### src/rtl/traffic_pkg.sv
// traffic_pkg: command codes and helpers shared by the command issuer and the
// traffic light controller, so both ends of the command bus agree on encodings.
package traffic_pkg;

  typedef enum logic [2:0] {
    TURN_ON         = 3'd0,
    TURN_OFF        = 3'd1,
    SET_UNC         = 3'd2,
    SET_GREEN_TIME  = 3'd3,
    SET_RED_TIME    = 3'd4,
    SET_YELLOW_TIME = 3'd5
  } cmd_type_t;

  localparam logic [2:0] CMD_TYPE_MAX = 3'd5;

  // One buffered command: raw 3-bit code plus 16-bit time value.
  typedef struct packed {
    logic [2:0]  cmd_type;
    logic [15:0] data;
  } cmd_entry_t;

  // True for the codes whose data field carries a time value.
  function automatic logic is_set_time(cmd_type_t t);
    return (t == SET_GREEN_TIME) || (t == SET_RED_TIME) || (t == SET_YELLOW_TIME);
  endfunction

endpackage

### src/rtl/traffic_cmd_fifo.sv
// traffic_cmd_fifo: synchronous FIFO of {type, data} command entries.
// flush discards the contents; a push in the same cycle becomes the sole entry.
module traffic_cmd_fifo
  import traffic_pkg::*;
#(
  parameter int unsigned FIFO_DEPTH = 4
) (
  input  logic                         clk_i,
  input  logic                         rst_i,
  input  logic                         push,
  input  logic                         pop,
  input  logic                         flush,
  input  cmd_entry_t                   wr_entry,
  output cmd_entry_t                   rd_entry,
  output logic                         full,
  output logic                         empty,
  output logic [$clog2(FIFO_DEPTH):0]  level
);

  localparam int unsigned PW = $clog2(FIFO_DEPTH);
  localparam int unsigned LW = PW + 1;

  cmd_entry_t        mem [FIFO_DEPTH];
  logic [PW-1:0]     wr_ptr;
  logic [PW-1:0]     rd_ptr;
  logic [PW-1:0]     wr_idx;

  assign wr_idx   = flush ? '0 : wr_ptr;
  assign rd_entry = mem[rd_ptr];
  assign full     = (level == LW'(FIFO_DEPTH));
  assign empty    = (level == '0);

  // Pointer and occupancy tracking; pointers wrap naturally at the power-of-two depth.
  always_ff @(posedge clk_i or posedge rst_i) begin
    if (rst_i) begin
      wr_ptr <= '0;
      rd_ptr <= '0;
      level  <= '0;
    end else if (flush) begin
      rd_ptr <= '0;
      wr_ptr <= push ? PW'(1) : '0;
      level  <= push ? LW'(1) : '0;
    end else begin
      if (push) wr_ptr <= wr_ptr + PW'(1);
      if (pop)  rd_ptr <= rd_ptr + PW'(1);
      case ({push, pop})
        2'b10:   level <= level + LW'(1);
        2'b01:   level <= level - LW'(1);
        default: level <= level;
      endcase
    end
  end

  // Entry storage; no reset needed since validity is tracked by level.
  always_ff @(posedge clk_i) begin
    if (push) mem[wr_idx] <= wr_entry;
  end

endmodule

### src/rtl/traffic_cmd_issuer.sv
// traffic_cmd_issuer: validates host requests, buffers them, and issues them to
// the controller as single-cycle cmd_valid_o pulses separated by CMD_GAP idle cycles.
// Optional: TRAFFIC_CMD_OFF_BYPASS_EN makes an accepted TURN_OFF flush the queue.
module traffic_cmd_issuer
  import traffic_pkg::*;
#(
  parameter int unsigned FIFO_DEPTH = 4,
  parameter int unsigned CMD_GAP    = 2,
  parameter int unsigned MIN_TIME   = 1
) (
  input  logic                         clk_i,
  input  logic                         rst_i,
  input  logic [2:0]                   req_type_i,
  input  logic [15:0]                  req_data_i,
  input  logic                         req_valid_i,
  output logic                         req_ready_o,
  output logic [2:0]                   cmd_type_o,
  output logic [15:0]                  cmd_data_o,
  output logic                         cmd_valid_o,
  output logic                         err_o,
  output logic                         busy_o,
  output logic [$clog2(FIFO_DEPTH):0]  level_o
);

  localparam int unsigned LW = $clog2(FIFO_DEPTH) + 1;

  typedef enum logic [1:0] {S_IDLE, S_ISSUE, S_GAP} state_t;

  state_t      state;
  logic [7:0]  gap_cnt;

  logic        accept;
  logic        legal;
  logic        stage_nxt;
  logic        stage_vld;
  cmd_entry_t  stage_entry;
  cmd_entry_t  head;
  logic        fifo_full;
  logic        fifo_empty;
  logic        push;
  logic        pop;
  logic        flush;
  logic [LW-1:0] lvl_nxt;
  logic [LW:0]   occ_nxt;
  logic        ready_nxt;

  assign accept    = req_valid_i && req_ready_o;
  assign legal     = (req_type_i <= CMD_TYPE_MAX) &&
                     !(is_set_time(cmd_type_t'(req_type_i)) && (req_data_i < 16'(MIN_TIME)));
  assign stage_nxt = accept && legal;

`ifdef TRAFFIC_CMD_OFF_BYPASS_EN
  assign flush = stage_vld && (stage_entry.cmd_type == TURN_OFF);
`else
  assign flush = 1'b0;
`endif

  // A flushing push must not race an IDLE pop of an entry that is being discarded.
  assign pop  = (state == S_IDLE) && !fifo_empty && !flush;
  assign push = stage_vld && (!fifo_full || pop || flush);

  // Next occupancy, counting the staged request so the FIFO can never overflow.
  always_comb begin
    lvl_nxt = level_o;
    if (flush) begin
      lvl_nxt = LW'(1);
    end else begin
      if (push) lvl_nxt = lvl_nxt + LW'(1);
      if (pop)  lvl_nxt = lvl_nxt - LW'(1);
    end
    occ_nxt   = {1'b0, lvl_nxt} + {{LW{1'b0}}, stage_nxt};
    ready_nxt = (occ_nxt < (LW+1)'(FIFO_DEPTH));
  end

  // Request front end: validate at transfer, stage legal requests, flag rejects.
  always_ff @(posedge clk_i or posedge rst_i) begin
    if (rst_i) begin
      stage_vld   <= 1'b0;
      stage_entry <= '0;
      err_o       <= 1'b0;
      req_ready_o <= 1'b1;
    end else begin
      stage_vld   <= stage_nxt;
      err_o       <= accept && !legal;
      req_ready_o <= ready_nxt;
      if (stage_nxt) begin
        stage_entry.cmd_type <= req_type_i;
        stage_entry.data     <= is_set_time(cmd_type_t'(req_type_i)) ? req_data_i : '0;
      end
    end
  end

  traffic_cmd_fifo #(
    .FIFO_DEPTH (FIFO_DEPTH)
  ) u_fifo (
    .clk_i    (clk_i),
    .rst_i    (rst_i),
    .push     (push),
    .pop      (pop),
    .flush    (flush),
    .wr_entry (stage_entry),
    .rd_entry (head),
    .full     (fifo_full),
    .empty    (fifo_empty),
    .level    (level_o)
  );

  // Issue FSM: pop in IDLE, strobe for one ISSUE cycle, then hold off for CMD_GAP cycles.
  always_ff @(posedge clk_i or posedge rst_i) begin
    if (rst_i) begin
      state       <= S_IDLE;
      gap_cnt     <= '0;
      cmd_valid_o <= 1'b0;
      cmd_type_o  <= '0;
      cmd_data_o  <= '0;
    end else begin
      case (state)
        S_IDLE: begin
          if (pop) begin
            cmd_type_o  <= head.cmd_type;
            cmd_data_o  <= head.data;
            cmd_valid_o <= 1'b1;
            state       <= S_ISSUE;
          end
        end
        S_ISSUE: begin
          cmd_valid_o <= 1'b0;
          if (CMD_GAP > 0) begin
            gap_cnt <= 8'(CMD_GAP - 1);
            state   <= S_GAP;
          end else begin
            state <= S_IDLE;
          end
        end
        S_GAP: begin
          if (gap_cnt == '0) state <= S_IDLE;
          else               gap_cnt <= gap_cnt - 8'd1;
        end
        default: state <= S_IDLE;
      endcase
    end
  end

  assign busy_o = (level_o != '0) || (state != S_IDLE);

endmodule

### config.mk
export PLATFORM = sky130hd
export DESIGN_NAME = traffic_cmd_issuer
export DESIGN_NICKNAME = d
export VERILOG_FILES = /design/src/rtl/traffic_pkg.sv /design/src/rtl/traffic_cmd_fifo.sv /design/src/rtl/traffic_cmd_issuer.sv
export SDC_FILE = /design/constraint.sdc
export NUM_CORES = 1
export LEC_CHECK = 0
export CAP_MARGIN = 20
export CORE_ASPECT_RATIO = 0.5
export CORE_MARGIN = 4
export CORE_UTILIZATION = 45
export DETAILED_ROUTE_END_ITERATION = 8
export PLACE_DENSITY = 0.72
export SLEW_MARGIN = 15
export SYNTH_ARGS = -nofsm -noshare
export SYNTH_HDL_FRONTEND = slang
export SYNTH_HIERARCHICAL = 1
export SYNTH_SLANG_ARGS = --single-unit
### constraint.sdc
create_clock -name clk_i -period 3.8 [get_ports clk_i]
set_clock_uncertainty 0.15 [all_clocks]
set_input_delay 0.95 -clock clk_i [delete_from_list [all_inputs] [get_ports clk_i]]
set_output_delay 0.95 -clock clk_i [all_outputs]
set_load 0.005 [all_outputs]
==> results.cfg, run 1 <==
[timing]
final_max_slew_viol_count = 0
finalHoldViolations = 0
post-route-min-period_ns = 3.36
rsz0062_at_grt = no
fin_crit_sh_pct = 88.5
setup_tns_ns = 0
setup_ws_ns = 0.437
slew_headroom_pct = 33.5
finalSetupViolCount = 0
clock.fmax_mhz = 297
tightestPinTransition_ns = 0.998

[clocking]
clkTransAtPathRegs_ns = 0.06
cts_tree = done
cts.sinks = 135
cts_buffer_depth = 2
cts_root_buf = clkbuf_16
insertion_delay_ns = 0.42
cts.repair.resized = 0
cts_buffers = 17
cts_setup_buffers = 0
ctsHoldBuffers = 0
htree_levels = 4

[synthesis]
ys_seq_elements = 135
syn_area_per_cell_um2 = 14.2
synth_seq_area_share_pct = 67.4
yosysWarnings = 6
synthDistinctLibCells = 49
synthCells = 393
synth-async-reset-ratio_pct = 43.7
synth_ff_type = edfxtp_1
synth_edf_count = 76
syn-cell-area_um2 = 5580

[detailed_routing]
wirelength_um = 11200
wl_per_cell_um = 17.8
drt-pass1-iter-count = 4
via_count = 3259
drcViolationCount = 0
drt_iter0_markers = 309
via_per_inst = 5.16
antenna_left = 0

[power]
ir_drop_mv = 0.398
leakage_uw = 0.00271
powerDensity_nw_per_um2 = 788

[floorplanning]
die_area_um2 = 14400
ioPinCount = 48
coreArea_um2 = 12000
fp.dieH_um = 86.7
start_util_pct = 46.6
rows = 28
dieWidth_um = 165

[grt]
grt_overflow = 0
antenna_found_initial = 0
grt_pass1_wl_um = 18400
grt_max_degree = 30
grt_util_all_layers_pct = 17.4
grt_pass1_vias = 3467

[layout]
drive_gt1_share_pct = 16.3
post-route-util_pct = 57.6
antenna_cells_inserted = 0
finalNonFillerCells = 632
area_growth_pct = 23.7
final_nets = 482

[placed_design]
hpwl_um = 6780
gp_congestion = 0.776
place_ws_ns = 0.521
place_inst = 600
portBuffers = 47

[job]
maxCapViolCount = 0

[critical_path]
required_ns = 2.70
path_class = reg2out
cp_max_fo = 8
critPathCaptureType = primary output
worstPathArrival_ns = 2.26
start_kind = flop

[hold_path]
hold_class = reg2reg

[status]
status = complete, no violations
## state kept, by name, summed over array words and instances (netlist names)
register	count
cmd_data_o	16
cmd_type_o	3
cmd_valid_o	1
err_o	1
gap_cnt	8
req_ready_o	1
stage_entry	19
stage_vld	1
state	2
u_fifo/level	3
u_fifo/mem	76
u_fifo/rd_ptr	2
u_fifo/wr_ptr	2
## logic make-up (layout without fill, tap and decap cells)
logic type                 after synthesis  count (layout)  share of synthesized area (%)
DFF                                    135             135                           67.4
and+or+nand+nor                        129             129                           11.0
buffers and inverters                   43             116                           3.32
muxes                                   40              40                           11.6
AOI/OAI and AO/OA                       28              28                           3.43
xor gates and xnor gates                11              11                           1.73
adders and majority gates                6               6                           1.48
other                                    1               2                         0.0672
## critical path, stage by stage, from the launching register on
cell and delay, ns:
dfrtp_1 0.49, inv_1 0.16, ha_1 0.16, or4b_2 0.58
clkdlybuf4s50_1 0.46
## synth_stat cells, types with 2 or more instances
library cell / instances / area [um2]
a21oi_1: 6 / 30.0
buf_2: 7 / 35.0
buf_6: 2 / 22.5
clkbuf_1: 8 / 30.0
dfrtp_1: 58 / 1450
edfxtp_1: 76 / 2280
ha_1: 5 / 62.6
inv_1: 26 / 97.6
mux2_2: 3 / 33.8
mux2i_1: 18 / 180
mux4_2: 18 / 405
nand2_1: 86 / 323
nand2b_1: 3 / 18.8
nand3_1: 4 / 20.0
nand4b_1: 2 / 17.5
nor2_1: 8 / 30.0
nor2b_1: 2 / 12.5
nor3_1: 3 / 15.0
nor3b_1: 4 / 30.0
nor4_1: 4 / 25.0
o211ai_1: 3 / 22.5
o21ai_0: 5 / 25.0
o311ai_0: 4 / 35.0
o31ai_1: 2 / 15.0
o41ai_1: 3 / 26.3
xnor2_1: 5 / 43.8
xor2_1: 6 / 52.6
## power breakdown
part	internal, uW	total, uW	switching [uW]
Clock	992	1680	686
Sequential	1970	2260	297
Combinational	753	1500	742
Total	3710	5440	1730
## routing by layer
layer	wire, um	vias up	part of all wire [%]	track usage, %
met5	0	-	0	0
met4	89	0	0.79	6.36
met3	516	7	4.6	4.13
met2	5550	60	49	28.4
met1	5070	1656	45	22.9
li1	-	1536	-	-
## final timing paths
path	from	endpoint	slack (ns)	depth (start not counted)
max reg2reg	u_fifo/level[1]	req_ready_o	0.79	8
min	cmd_data_o[5]	cmd_data_o[5]	0.32	2
max in group asynchronous	rst_i	req_ready_o	2.08	3
min reg2reg	cmd_data_o[5]	cmd_data_o[5]	0.32	2
min in group asynchronous	rst_i	u_fifo/level[0]	0.66	2
max	u_fifo/level[0]	busy_o	0.44	4
## metrics by stage
step                      area [um2]  hold slack (ns)  power, uW
after floorplan                 5580            0.320       3180
after global placement          6300            0.310       3740
after detailed placement        6300            0.312       3790
after CTS                       6900            0.328       5490
after global routing            6900            0.346       5780
final                           6900            0.321       5440
## final cells by class
class	count	area (um2)
clock buffers	17	425
fillers	958	5080
flip-flops and latches	135	3760
inverters	26	97.6
repair buffers	58	566
clock inverters	15	180
well taps	165	206
multi-input cells	216	1670
## cells in the final DEF (no fill, tap or decap), types with 3 or more instances in the layout
| cell type | synthesis | layout |
|---|---|---|
| nand2_1 | 86 | 86 |
| edfxtp_1 | 76 | 76 |
| dfrtp_1 | 58 | 58 |
| clkdlybuf4s50_1 | 0 | 47 |
| inv_1 | 26 | 25 |
| mux2i_1 | 18 | 18 |
| mux4_2 | 18 | 18 |
| clkbuf_16 | 0 | 17 |
| buf_4 | 0 | 10 |
| nor2_1 | 8 | 8 |
| xor2_1 | 6 | 6 |
| inv_6 | 0 | 6 |
| a21oi_1 | 6 | 5 |
| xnor2_1 | 5 | 5 |
| o21ai_0 | 5 | 5 |
| ha_1 | 5 | 5 |
| nor4_1 | 4 | 4 |
| nand3_1 | 4 | 4 |
| o311ai_0 | 4 | 4 |
| nand2b_1 | 3 | 3 |
| mux2_2 | 3 | 3 |
| o211ai_1 | 3 | 3 |
| nor3b_1 | 4 | 3 |
| o41ai_1 | 3 | 3 |
Note: power is estimated with default switching activity, not from simulation.
==> run 2, diff against run 1 <==
SLEW_MARGIN = default   (was 15)
==> results of run 2 <==
Final layout, timing and power as in run 1 (identical DEF).
==> run 3, diff against run 2 <==
SLEW_MARGIN = 0   (was default)
==> results of run 3 <==
Final layout, timing and power as in run 1 (identical DEF).
